`src/rtl/lut_sweep_engine_if.sv`:
```
// ---------------------------------------------------------------------------
// lut_sweep_engine_if
// Groups the configuration, sweep-control, direct-evaluation and result
// signals of lut_sweep_engine into one bundle.
//   master : drives cfg_we/cfg_sel/cfg_data, start, eval_in; observes results
//   slave  : the engine itself
// Ports carried:
//   cfg_we, cfg_sel[SEL_W], cfg_data[ROWS]  table write (bit r = f(r))
//   start                                   sweep request
//   eval_in[N_IN] -> eval_out[N_FN]         registered direct evaluation
//   busy, row_valid, row_idx, row_out, done sweep progress and row stream
//   counts[N_FN*CW]                         minterm count k at [k*CW +: CW]
// ---------------------------------------------------------------------------
interface lut_sweep_engine_if #(
    parameter int N_IN = 4,
    parameter int N_FN = 10
);
    localparam int ROWS  = 1 << N_IN;
    localparam int SEL_W = (N_FN > 1) ? $clog2(N_FN) : 1;
    localparam int CW    = N_IN + 1;

    logic                 cfg_we;
    logic [SEL_W-1:0]     cfg_sel;
    logic [ROWS-1:0]      cfg_data;
    logic                 start;
    logic [N_IN-1:0]      eval_in;
    logic [N_FN-1:0]      eval_out;
    logic                 busy;
    logic                 row_valid;
    logic [N_IN-1:0]      row_idx;
    logic [N_FN-1:0]      row_out;
    logic                 done;
    logic [N_FN*CW-1:0]   counts;

    modport master (
        output cfg_we, cfg_sel, cfg_data, start, eval_in,
        input  eval_out, busy, row_valid, row_idx, row_out, done, counts
    );

    modport slave (
        input  cfg_we, cfg_sel, cfg_data, start, eval_in,
        output eval_out, busy, row_valid, row_idx, row_out, done, counts
    );
endinterface

```
`src/rtl/lut_sweep_engine.sv`:
```
// ---------------------------------------------------------------------------
// lut_sweep_engine
// Holds N_FN loadable truth tables of N_IN inputs. Every cycle it evaluates
// all tables at eval_in (registered, 1-cycle latency). On start it sweeps
// all ROWS input rows, one per cycle, streaming row_idx/row_out and
// accumulating per-function minterm counts; done pulses with the last row.
// Ports:
//   clk    rising-edge clock
//   rst_n  asynchronous active-low reset (clears tables, counts, outputs)
//   bus    lut_sweep_engine_if.slave bundle (see interface header)
// ---------------------------------------------------------------------------
module lut_sweep_engine #(
    parameter int N_IN = 4,
    parameter int N_FN = 10
) (
    input  logic                  clk,
    input  logic                  rst_n,
    lut_sweep_engine_if.slave     bus
);
    localparam int ROWS  = 1 << N_IN;
    localparam int SEL_W = (N_FN > 1) ? $clog2(N_FN) : 1;
    localparam int CW    = N_IN + 1;

    // One extra bit so an out-of-range select (e.g. 12 with 10 functions)
    // compares correctly against the function count.
    localparam logic [SEL_W:0]  FN_LIMIT = (SEL_W+1)'(N_FN);
    localparam logic [N_IN-1:0] LAST_ROW = N_IN'(ROWS - 1);

    typedef enum logic [0:0] {
        ST_IDLE  = 1'b0,
        ST_SWEEP = 1'b1
    } state_t;

    state_t          r_state;
    state_t          w_state_next;
    logic            w_sweep_start;
    logic            w_last_row;
    logic            w_cfg_accept;

    logic [N_IN-1:0] r_idx;
    logic [N_IN-1:0] r_row_idx;
    logic            r_busy;
    logic            r_row_valid;
    logic            r_done;

    // ---------------- FSM ----------------
    always_ff @(posedge clk or negedge rst_n) begin
        if (!rst_n) begin
            r_state <= ST_IDLE;
        end else begin
            r_state <= w_state_next;
        end
    end

    always_comb begin
        w_state_next  = r_state;
        w_sweep_start = 1'b0;
        w_last_row    = 1'b0;
        case (r_state)
            ST_IDLE: begin
                if (bus.start) begin
                    w_state_next  = ST_SWEEP;
                    w_sweep_start = 1'b1;
                end
            end
            ST_SWEEP: begin
                if (r_idx == LAST_ROW) begin
                    w_state_next = ST_IDLE;
                    w_last_row   = 1'b1;
                end
            end
            default: w_state_next = ST_IDLE;
        endcase
    end

    // Writes only land while idle, so a sweep always sees a stable table.
    // A write on the start edge is still idle and therefore lands before row 0.
    assign w_cfg_accept = (r_state == ST_IDLE) && bus.cfg_we &&
                          ({1'b0, bus.cfg_sel} < FN_LIMIT);

    // ---------------- sweep sequencer ----------------
    always_ff @(posedge clk or negedge rst_n) begin
        if (!rst_n) begin
            r_idx       <= '0;
            r_row_idx   <= '0;
            r_busy      <= 1'b0;
            r_row_valid <= 1'b0;
            r_done      <= 1'b0;
        end else begin
            r_busy      <= (w_state_next == ST_SWEEP);
            r_row_valid <= (r_state == ST_SWEEP);
            r_done      <= w_last_row;
            if (w_sweep_start) begin
                r_idx <= '0;
            end else if ((r_state == ST_SWEEP) && !w_last_row) begin
                r_idx <= r_idx + 1'b1;
            end
            if (r_state == ST_SWEEP) begin
                r_row_idx <= r_idx;
            end
        end
    end

    // ---------------- per-function table, evaluation and count ----------------
    genvar gi;
    generate
        for (gi = 0; gi < N_FN; gi++) begin : g_fn
            localparam logic [SEL_W-1:0] FN_SEL = SEL_W'(gi);

            logic [ROWS-1:0] r_table;
            logic            r_eval;
            logic            r_row_bit;
            logic [CW-1:0]   r_count;

            always_ff @(posedge clk or negedge rst_n) begin
                if (!rst_n) begin
                    r_table   <= '0;
                    r_eval    <= 1'b0;
                    r_row_bit <= 1'b0;
                    r_count   <= '0;
                end else begin
                    if (w_cfg_accept && (bus.cfg_sel == FN_SEL)) begin
                        r_table <= bus.cfg_data;
                    end
                    r_eval <= r_table[bus.eval_in];
                    if (w_sweep_start) begin
                        r_count <= '0;
                    end else if (r_state == ST_SWEEP) begin
                        r_row_bit <= r_table[r_idx];
                        // CW = N_IN+1 bits holds ROWS, so no saturation.
                        r_count   <= r_count + CW'(r_table[r_idx]);
                    end
                end
            end

            assign bus.eval_out[gi]           = r_eval;
            assign bus.row_out[gi]            = r_row_bit;
            assign bus.counts[gi*CW +: CW]    = r_count;
        end
    endgenerate

    assign bus.busy      = r_busy;
    assign bus.row_valid = r_row_valid;
    assign bus.row_idx   = r_row_idx;
    assign bus.done      = r_done;

endmodule

```
`src/flat_wrapper.sv`:
```
// flat-port wrapper written by rule: the top's interface ports become plain ports
module lut_sweep_engine_flat 
#(
    parameter int N_IN = 4,
    parameter int N_FN = 10
)
  (clk, rst_n, bus_cfg_we, bus_cfg_sel, bus_cfg_data, bus_start, bus_eval_in, bus_eval_out, bus_busy, bus_row_valid, bus_row_idx, bus_row_out, bus_done, bus_counts);
  lut_sweep_engine_if #(.N_IN(N_IN), .N_FN(N_FN)) bus_i ();
  input  logic clk;
  input  logic rst_n;
  input wire logic [$bits(bus_i.cfg_we)-1:0] bus_cfg_we;
  input wire logic [$bits(bus_i.cfg_sel)-1:0] bus_cfg_sel;
  input wire logic [$bits(bus_i.cfg_data)-1:0] bus_cfg_data;
  input wire logic [$bits(bus_i.start)-1:0] bus_start;
  input wire logic [$bits(bus_i.eval_in)-1:0] bus_eval_in;
  output wire logic [$bits(bus_i.eval_out)-1:0] bus_eval_out;
  output wire logic [$bits(bus_i.busy)-1:0] bus_busy;
  output wire logic [$bits(bus_i.row_valid)-1:0] bus_row_valid;
  output wire logic [$bits(bus_i.row_idx)-1:0] bus_row_idx;
  output wire logic [$bits(bus_i.row_out)-1:0] bus_row_out;
  output wire logic [$bits(bus_i.done)-1:0] bus_done;
  output wire logic [$bits(bus_i.counts)-1:0] bus_counts;
  assign bus_i.cfg_we = bus_cfg_we;
  assign bus_i.cfg_sel = bus_cfg_sel;
  assign bus_i.cfg_data = bus_cfg_data;
  assign bus_i.start = bus_start;
  assign bus_i.eval_in = bus_eval_in;
  assign bus_eval_out = bus_i.eval_out;
  assign bus_busy = bus_i.busy;
  assign bus_row_valid = bus_i.row_valid;
  assign bus_row_idx = bus_i.row_idx;
  assign bus_row_out = bus_i.row_out;
  assign bus_done = bus_i.done;
  assign bus_counts = bus_i.counts;
  lut_sweep_engine #(.N_IN(N_IN), .N_FN(N_FN)) u_core (.clk(clk), .rst_n(rst_n), .bus(bus_i));
endmodule
```
`config.mk`:
```
export PLATFORM = sky130hd
export DESIGN_NAME = lut_sweep_engine_flat
export DESIGN_NICKNAME = d
export VERILOG_FILES = /design/src/rtl/lut_sweep_engine_if.sv /design/src/rtl/lut_sweep_engine.sv /design/src/flat_wrapper.sv
export SDC_FILE = /design/constraint.sdc
export NUM_CORES = 1
export LEC_CHECK = 0
export CAP_MARGIN = 20
export CORE_AREA = 4 4 168 170
export CTS_CLUSTER_SIZE = 24
export DETAILED_ROUTE_END_ITERATION = 16
export DIE_AREA = 0 0 172 174
export PLACE_DENSITY = 0.76
export SLEW_MARGIN = 10
export SYNTH_ARGS = -nofsm -noshare
export SYNTH_HDL_FRONTEND = slang
export SYNTH_SLANG_ARGS = --single-unit
export TNS_END_PERCENT = 10
```
`constraint.sdc`:
```
create_clock -name clk -period 4.1 [get_ports clk]
set_input_delay 0.41 -clock clk [delete_from_list [all_inputs] [get_ports clk]]
set_output_delay 0.41 -clock clk [all_outputs]
set_load 0.03 [all_outputs]
```
After elaboration in Yosys (flattened, before gate mapping)
Index checks and enable logic that the tools add are counted.
Word-level totals
  bits in registers: 241
  input port bits: 28
  output and inout bits: 77
  word-level logic and storage cells: 157
Cells by class
  add/subtract/negate cells: 11
  order comparisons: 3
  eq/ne operators: 10
  mux-type cells: 68
  bitwise operators: 2
  reduce and logical (&&, ||, !) cells: 18
Operators with widths (number)
  5-bit two-way mux: 20
  1-bit binary-select mux with 4-bit select: 20
  5-bit by 1-bit adder with 5-bit output: 10
  1-bit two-way mux: 25
  4-bit by 3-bit == test with 1-bit output, second input constant: 4
  1-bit logical AND: 13
  4-bit == test, second input constant: 3
  4-bit by 5-bit < comparator with 1-bit output, second input constant: 2
  4-bit by 2-bit == test with 1-bit output, second input constant: 2
  4-bit two-way mux: 2
  4-bit by 1-bit adder with 4-bit output, second input constant: 1
  4-bit by 1-bit == test with 1-bit output, second input constant: 1
  4-bit logical NOT: 1
  4-bit < comparator, second input constant: 1
  2-bit nonzero test: 2
  1-bit inverter: 2
  1-bit one-hot mux with 2 select lines: 1
  2-bit AND reduction: 1
  1-bit logical NOT: 1

Depth between registers and ports, before layout
Gate-level depths: netlist of run 1.
  depth after elaboration: 7
  depth in mapped cells: 11
  gate-level depth less buffers: 9

Worst setup path after synthesis of run 1
OpenSTA, ideal clock, no wires.
  path kind: register to register
  start: reg u_core.r_idx[1]
  end: reg u_core.g_fn[4].r_count[4]
  library setup time: 0.133 ns
  data arrival time: 2.073 ns
  path slack: 1.894 ns
  stages on the path, launching flop included: 11
  buffers on the path: 2
  period minus slack after synthesis: 2.206 ns
  cell sequence: dfrtp_1 buf_6 buf_6 mux4_2 mux2i_1 o22ai_1 ha_1 ha_1 nand3_1 xor2_1 o21ai_0
On the way
  word-level cells in the longest chain between the ends: 5
RTL lines
  from (decl): RTL line lut_sweep_engine.sv:40  | logic [N_IN-1:0] r_idx;
  from (signal assigned): RTL line lut_sweep_engine.sv:96  | r_idx <= r_idx + 1'b1;
  1-bit binary-select mux with 4-bit select: RTL line lut_sweep_engine.sv:131  | r_count <= r_count + CW'(r_table[r_idx]);
  1-bit two-way mux (implied by the code): RTL line lut_sweep_engine.sv:131
  5-bit by 1-bit adder with 5-bit output: RTL line lut_sweep_engine.sv:131
  5-bit two-way mux: RTL line lut_sweep_engine.sv:128  | end else if (r_state == ST_SWEEP) begin
  5-bit two-way mux: RTL line lut_sweep_engine.sv:126  | if (w_sweep_start) begin
  to (signal assigned): RTL line lut_sweep_engine.sv:131
  to (decl): RTL line lut_sweep_engine.sv:113  | logic [CW-1:0] r_count;
Every way passes these cells. The select of a mux whose other input is x is not followed.
A chain may end at the register's enable or synchronous reset.

Worst setup path after layout of run 1
  start: reg u_core.r_idx[1]
  end: reg u_core.g_fn[7].r_count[4]
On the way
  word-level cells in the longest chain between the ends: 5
RTL lines (RTL line)
  1-bit binary-select mux with 4-bit select: lut_sweep_engine.sv:131
  1-bit two-way mux (implied by the code): lut_sweep_engine.sv:131
  5-bit by 1-bit adder with 5-bit output: lut_sweep_engine.sv:131
  5-bit two-way mux: lut_sweep_engine.sv:128
  5-bit two-way mux: lut_sweep_engine.sv:126
  to (signal assigned): lut_sweep_engine.sv:131
  to (decl): lut_sweep_engine.sv:113
Every way passes these cells. The select of a mux whose other input is x is not followed.

==> flow_summary.ini, run 1 <==
[clock_tree]
post_cts.repair.setup_buffers = 0
cts_root_buf = clkbuf_16
postCtsHoldBufs = 0
cts_buffer_depth = 3
clock_latency_ns = 0.52
clkTransAtPathRegs_ns = 0.06
cts_buffers = 26
tritoncts = built
cts_resized = 0
ctsHtreeMaxLevel = 1
cts.sinks = 241

[synth]
yosys_warnings = 0
synth_top_cells_by_area = dfrtp_1 (49%), mux2_2 (16%), mux4_2 (13%)
synthAdderAreaFrac = 0.02153
synth_seq_cells = 241
syn_area_sq_um = 12200
synth_cell_types = 42
yosysTopAreaCell = dfrtp_1
synthFlopType = dfrtp_1
synth_xor_area_frac = 0.02010
yosys.area_share.simple = 0.03630
syn-num-nets = 882
synthMuxAreaShare = 0.3482
yosys.area.top_type_share = 0.4943
synth_top_family_by_area = multiplexers
synth_edf_count = 0
async_flop_share = 1.000
syn-mean-instance-area_sq_um = 14.65
synth_compound_area_frac = 0.03856
synthCells = 833
yosysSeqAreaShare = 0.4943

[global_route]
overflow = 0
grt_usage = 0.1918
grt_start_max_net_pins = 123
grt_pass1_vias = 7745
antenna_found_initial = 0
grt_first_pass_wirelength_mm = 45.30

[cells_and_area]
seqCellArea_sq_um = 6035
drive_above_1_share = 0.3418
diodes = 0
nets = 939
layout_common_cells = dfrtp_1 (238), mux2_2 (176), clkdlybuf4s50_1 (101), mux4_2 (68)
syn2layout_area_growth_pct = 16.18
nFillCells = 2163
layout_commonest_cell = dfrtp_1
multi_input_area_sq_um = 5678

[pwr]
p_total_mw = 10.60
peakVddDrop_v = 0.0003915
p_leak_nw = 6.453
power_density_nw_per_um2 = 747.6

[routing]
dr.pass1.iters = 5
route.detailed.drc = 0
wire_per_inst_um = 22.78
via_per_inst = 5.933
first_iter_violations = 715
antenna_left = 0
via_count = 7422
wl_mm = 28.49

[place]
gp_congestion = 0.8070
io_buffers = 104
dpl.hpwl_mm = 18.85

[worst_setup_path]
reg2reg_depth = 9
crit_required_ns = 4.48
regToRegStartpoint = u_core.r_idx[1]$_DFFE_PN0P_
r2r_slack_ns = 1.10
start_kind = flip-flop
end_kind = flip-flop
timing.rr.end = u_core.g_fn[7].r_count[4]$_DFFE_PN0P_
path_class = flip-flop to flip-flop
crit_fanout = 24
arrival_ns = 3.39

[timing]
final-hold-violation-count = 23
tns_ns = 0
finalCriticalPeriod_ns = 3.005
fin_hold_ws_ns = -0.02964
fin_crit_sh = 0.7329
slew_headroom = 0.2700
clock.fmax_mhz = 332.8
worst_slew_pin_slew_ns = 1.095
setup_viol = 0
drv_slew = 0
rsz0062_at_grt = false
skew_ns = 0.01336

[floorplanning]
dieArea_sq_um = 29930
die_y_um = 174
fp.dieW_um = 172
num_rows = 60
core-area_sq_um = 26730
ioPinCount = 105
start_util = 0.4566

[hold_path]
hold_path.class = input pin to asynchronous set/reset pin

[outcome]
status = complete, but fails checks
failed_checks = negative hold slack

[run]
cap_viol_max_count = 0
## metrics by stage
| stage | cells | worst slack [ns] | area (sq um) | utilization |
|---|---|---|---|---|
| global route | 1251 | 0.9164 | 14180 | 0.5304 |
| finish | 1251 | 1.095 | 14180 | 0.5304 |
| floorplan | 833 | 1.894 | 12200 | - |
| CTS | 1250 | 1.113 | 14150 | 0.5294 |
| global placement | 1202 | 1.190 | 13290 | 0.4971 |
| detailed placement | 1202 | 1.143 | 13290 | 0.4971 |
## per-layer routing
layer  GRT usage  wire length (um)  part of all wire  up-vias
met3     0.04207              2035             0.071       56
met1      0.2729             12490              0.44     3878
met2      0.3021             13270              0.47      253
met4     0.04815               689             0.024        0
met5           0                 0                 0        -
li1            -                 -                 -     3235
## layout make-up
cell class	instances	area share
Timing Repair Buffer	116	0.08173
Clock buffer	45	0.05808
Multi-Input combinational cell	501	0.4005
Tap cell	341	0.03010
Inverter	4	0.001059
Sequential cell	241	0.4257
Clock inverter	3	0.002824
## cells in the mapped netlist (2+ instances only)
| cell | instances |
|---|---|
| o21ai_0 | 40 |
| a22oi_1 | 3 |
| dfrtp_1 | 241 |
| nand3_1 | 20 |
| nand2_1 | 40 |
| a22o_1 | 19 |
| nor2b_1 | 5 |
| xor2_1 | 19 |
| mux2_2 | 176 |
| and3_1 | 2 |
| buf_4 | 23 |
| inv_1 | 3 |
| mux4_1 | 16 |
| nor2_1 | 4 |
| mux4_2 | 68 |
| buf_1 | 17 |
| clkbuf_1 | 20 |
| nand4_1 | 3 |
| buf_6 | 3 |
| nor3_1 | 2 |
| xnor2_1 | 9 |
| mux2i_1 | 30 |
| o22ai_1 | 3 |
| o311ai_0 | 3 |
| buf_8 | 2 |
| nand2_2 | 3 |
| or3_1 | 3 |
| ha_1 | 21 |
| buf_2 | 22 |
## worst max-delay path: stages, from the launching register on
cell	delay (ns)
dfrtp_2	0.84
buf_12	0.27
mux4_1	0.56
mux2i_1	0.25
mux2i_1	0.14
ha_1	0.22
ha_1	0.21
nand3_1	0.10
xor2_1	0.16
o21ai_0	0.10
## where the power goes
group	internal (mW)	switching [mW]	leakage [nW]
Combinational	2.20	1.82	2.80
Clock	1.41	0.928	0.424
Sequential	3.27	0.965	3.22
Total	6.89	3.71	6.45
## state kept, by name (all words and copies together), names as in the netlist
name and cells:
u_core.g_fn.r_table 160, u_core.bus.row_idx 4, u_core.g_fn.r_row_bit 10, u_core.g_fn.r_eval 10, u_core.bus.row_valid 1, u_core.bus.done 1, u_core.r_state 1, u_core.g_fn.r_count 50
u_core.r_idx 4
## worst max path at each step
stage,from,end,slack (ns),cells after the start
2_1_floorplan,u_core.r_idx[1]$_DFFE_PN0P_,u_core.g_fn[4].r_count[4]$_DFFE_PN0P_,1.89,10
3_3_place_gp,u_core.r_idx[1]$_DFFE_PN0P_,u_core.g_fn[7].r_count[4]$_DFFE_PN0P_,1.19,9
3_5_place_dp,u_core.r_idx[1]$_DFFE_PN0P_,u_core.g_fn[7].r_count[4]$_DFFE_PN0P_,1.14,9
4_1_cts,u_core.r_idx[1]$_DFFE_PN0P_,u_core.g_fn[7].r_count[4]$_DFFE_PN0P_,1.11,9
5_1_grt,u_core.r_idx[1]$_DFFE_PN0P_,u_core.g_fn[5].r_count[4]$_DFFE_PN0P_,0.92,8
6_report,u_core.r_idx[1]$_DFFE_PN0P_,u_core.g_fn[7].r_count[4]$_DFFE_PN0P_,1.10,9
## cells by family after synthesis
family / Yosys count
AO/OA/AOI/OAI: 73
XOR/XNOR: 28
adder cells (fa/ha/maj): 21
buffers and inverters: 91
flip-flops: 241
multiplexers: 291
AND/OR/NAND/NOR: 88
(Power assumes the default switching activity.)
==> run 2, diff against run 1 <==
- clock period: 4.1 -> 2.9 ns (I/O delays scaled with it)
==> flow_summary.ini, run 2 (synthesis results as in run 1) <==
[outcome]
status = complete, no violations

[pwr]
switching_share = 0.3539
switching_power_mw = 5.267
p_seq_frac = 0.390
combPwrFrac = 0.404
pwr-share-clk = 0.207
peakVddDrop_v = 0.0004585
power_density_nw_per_um2 = 1045
p_leak_nw = 6.491
p_total_mw = 14.88
internal_power_mw = 9.615

[worst_setup_path]
regToRegStartpoint = u_core.r_idx[1]$_DFFE_PN0P_
path_class = flip-flop to flip-flop
end_kind = flip-flop
arrival_ns = 3.04
crit_family = multiplexers
reg2reg_depth = 9
timing.rr.end = u_core.g_fn[0].r_count[4]$_DFFE_PN0P_
crit_chain = buf_4 -> mux4_1 -> mux2i_1 -> mux2i_1 -> ha_1 -> ha_1 -> nand3_1 -> xor2_1 -> o21ai_0
cp_slowest_stage_delay_ns = 0.57
critPathBufInv = 1
crit_path_top_delay_cell = mux4_1
start_kind = flip-flop
crit_required_ns = 3.28
crit_fanout = 13
r2r_slack_ns = 0.24

[place]
dpl.hpwl_mm = 19.58
dpl_cell_area_sq_um = 13460
gp_congestion = 0.8247
io_buffers = 104

[global_route]
grt_first_pass_wirelength_mm = 45.48
grt_pass1_vias = 7834
overflow = 0
grt_usage = 0.1911
antenna_found_initial = 0
grt_start_max_net_pins = 76

[floorplanning]
die_y_um = 174
num_rows = 60
dieArea_sq_um = 29930
start_util = 0.4566
ioPinCount = 105
fp.dieW_um = 172
core-area_sq_um = 26730

[timing]
slew_headroom = 0.4842
clock.fmax_mhz = 375.8
worst_slew_pin_slew_ns = 0.7719
skew_ns = 0.01266
fin_crit_sh = 0.9176
final-hold-violation-count = 0
tns_ns = 0
setup_viol = 0
rsz0062_at_grt = false
drv_slew = 0
finalCriticalPeriod_ns = 2.661

[routing]
first_iter_violations = 623
antenna_left = 0
wire_per_inst_um = 22.98
route.detailed.drc = 0
dr.pass1.iters = 5
wl_mm = 28.84
via_per_inst = 6.036
via_count = 7575

[clock_tree]
ctsHtreeMaxLevel = 1
clock_latency_ns = 0.52
clkTransAtPathRegs_ns = 0.06
cts_root_buf = clkbuf_16
cts_buffer_depth = 3
cts.sinks = 241
tritoncts = built
cts_resized = 0
cts_buffers = 24

[cells_and_area]
syn2layout_area_growth_pct = 16.71
nFillCells = 2159
drive_above_1_share = 0.3479
largest_register_ffs = 160
nets = 948
final_area_sq_um = 14240
layout_commonest_cell = dfrtp_1
layout_common_cells = dfrtp_1 (238), mux2_2 (176), clkdlybuf4s50_1 (101), mux4_2 (68)
diodes = 0
largest_registers = u_core.g_fn.r_table x160, u_core.g_fn.r_count x50
regMostFlops = u_core.g_fn.r_table

[run]
cap_viol_max_count = 0

[hold_path]
hold_path.class = input pin to asynchronous set/reset pin
-- run 2: timing repair --
action | 4_1_cts | 5_1_grt
endpoints found under the hold margin | 71 | 0
setup buffers | 0 | 0
hold buffers | 1 | 0
-- run 2: final cells by class --
| type | count | area, sq um | area share |
|---|---|---|---|
| Clock inverter | 4 | 45.04 | 0.003163 |
| Timing Repair Buffer | 127 | 1311 | 0.09208 |
| Multi-Input combinational cell | 501 | 5678 | 0.3987 |
| Clock buffer | 37 | 730.7 | 0.05131 |
| Sequential cell | 241 | 6035 | 0.4237 |
| Inverter | 4 | 15.01 | 0.001054 |
| Tap cell | 341 | 426.7 | 0.02996 |
-- run 2: through the flow --
step / util / hold WS (ns) / std cells / worst slack [ns]
detailed placement: 0.5035 / 0.3097 / 1213 / 0.2812
floorplan: - / -0.005591 / 833 / 0.6938
finish: 0.5329 / 0.3465 / 1255 / 0.2391
global route: 0.5329 / 0.3953 / 1255 / 0.1025
CTS: 0.5329 / 0.3612 / 1255 / 0.2750
global placement: 0.5035 / 0.3086 / 1213 / 0.3536
-- run 2: worst max-delay path by stage --
stage                                     start                                    end  cells past startpoint
finish              u_core.r_idx[1]$_DFFE_PN0P_  u_core.g_fn[0].r_count[4]$_DFFE_PN0P_                      9
global route        u_core.r_idx[1]$_DFFE_PN0P_  u_core.g_fn[0].r_count[4]$_DFFE_PN0P_                      9
CTS                 u_core.r_idx[1]$_DFFE_PN0P_  u_core.g_fn[0].r_count[4]$_DFFE_PN0P_                      9
detailed placement  u_core.r_idx[1]$_DFFE_PN0P_  u_core.g_fn[0].r_count[4]$_DFFE_PN0P_                      9
global placement    u_core.r_idx[1]$_DFFE_PN0P_  u_core.g_fn[0].r_count[4]$_DFFE_PN0P_                      9
floorplan           u_core.r_idx[1]$_DFFE_PN0P_  u_core.g_fn[4].r_count[4]$_DFFE_PN0P_                     10
-- run 2: per-layer routing --
layer  routed length [um]  up-vias  part of all wire  global-route usage
met3                 1918       47             0.067             0.03480
met1                12790     4005              0.44              0.2786
li1                     -     3256                 -                   -
met4                  502        0             0.017             0.04291
met2                13630      267              0.47              0.3013
met5                    0        -                 0                   0
-- run 2: power groups by stage --
| stage | registers (mW) | logic (mW) | clock network, mW |
|---|---|---|---|
| after floorplan | 6.01 | 3.81 | 0 |
| after global placement | 5.77 | 5.83 | 0 |
| after detailed placement | 5.82 | 5.99 | 0 |
| after CTS | 5.77 | 6.04 | 3.14 |
| after global routing | 5.95 | 6.45 | 3.26 |
| final | 5.80 | 6.01 | 3.08 |
-- run 2: worst register-to-register path: stages (launching register included) --
cell     delay (ns)
dfrtp_2        0.55
buf_4          0.30
mux4_1         0.57
mux2i_1        0.16
mux2i_1        0.16
ha_1           0.25
ha_1           0.21
nand3_1        0.10
xor2_1         0.14
o21ai_0        0.09
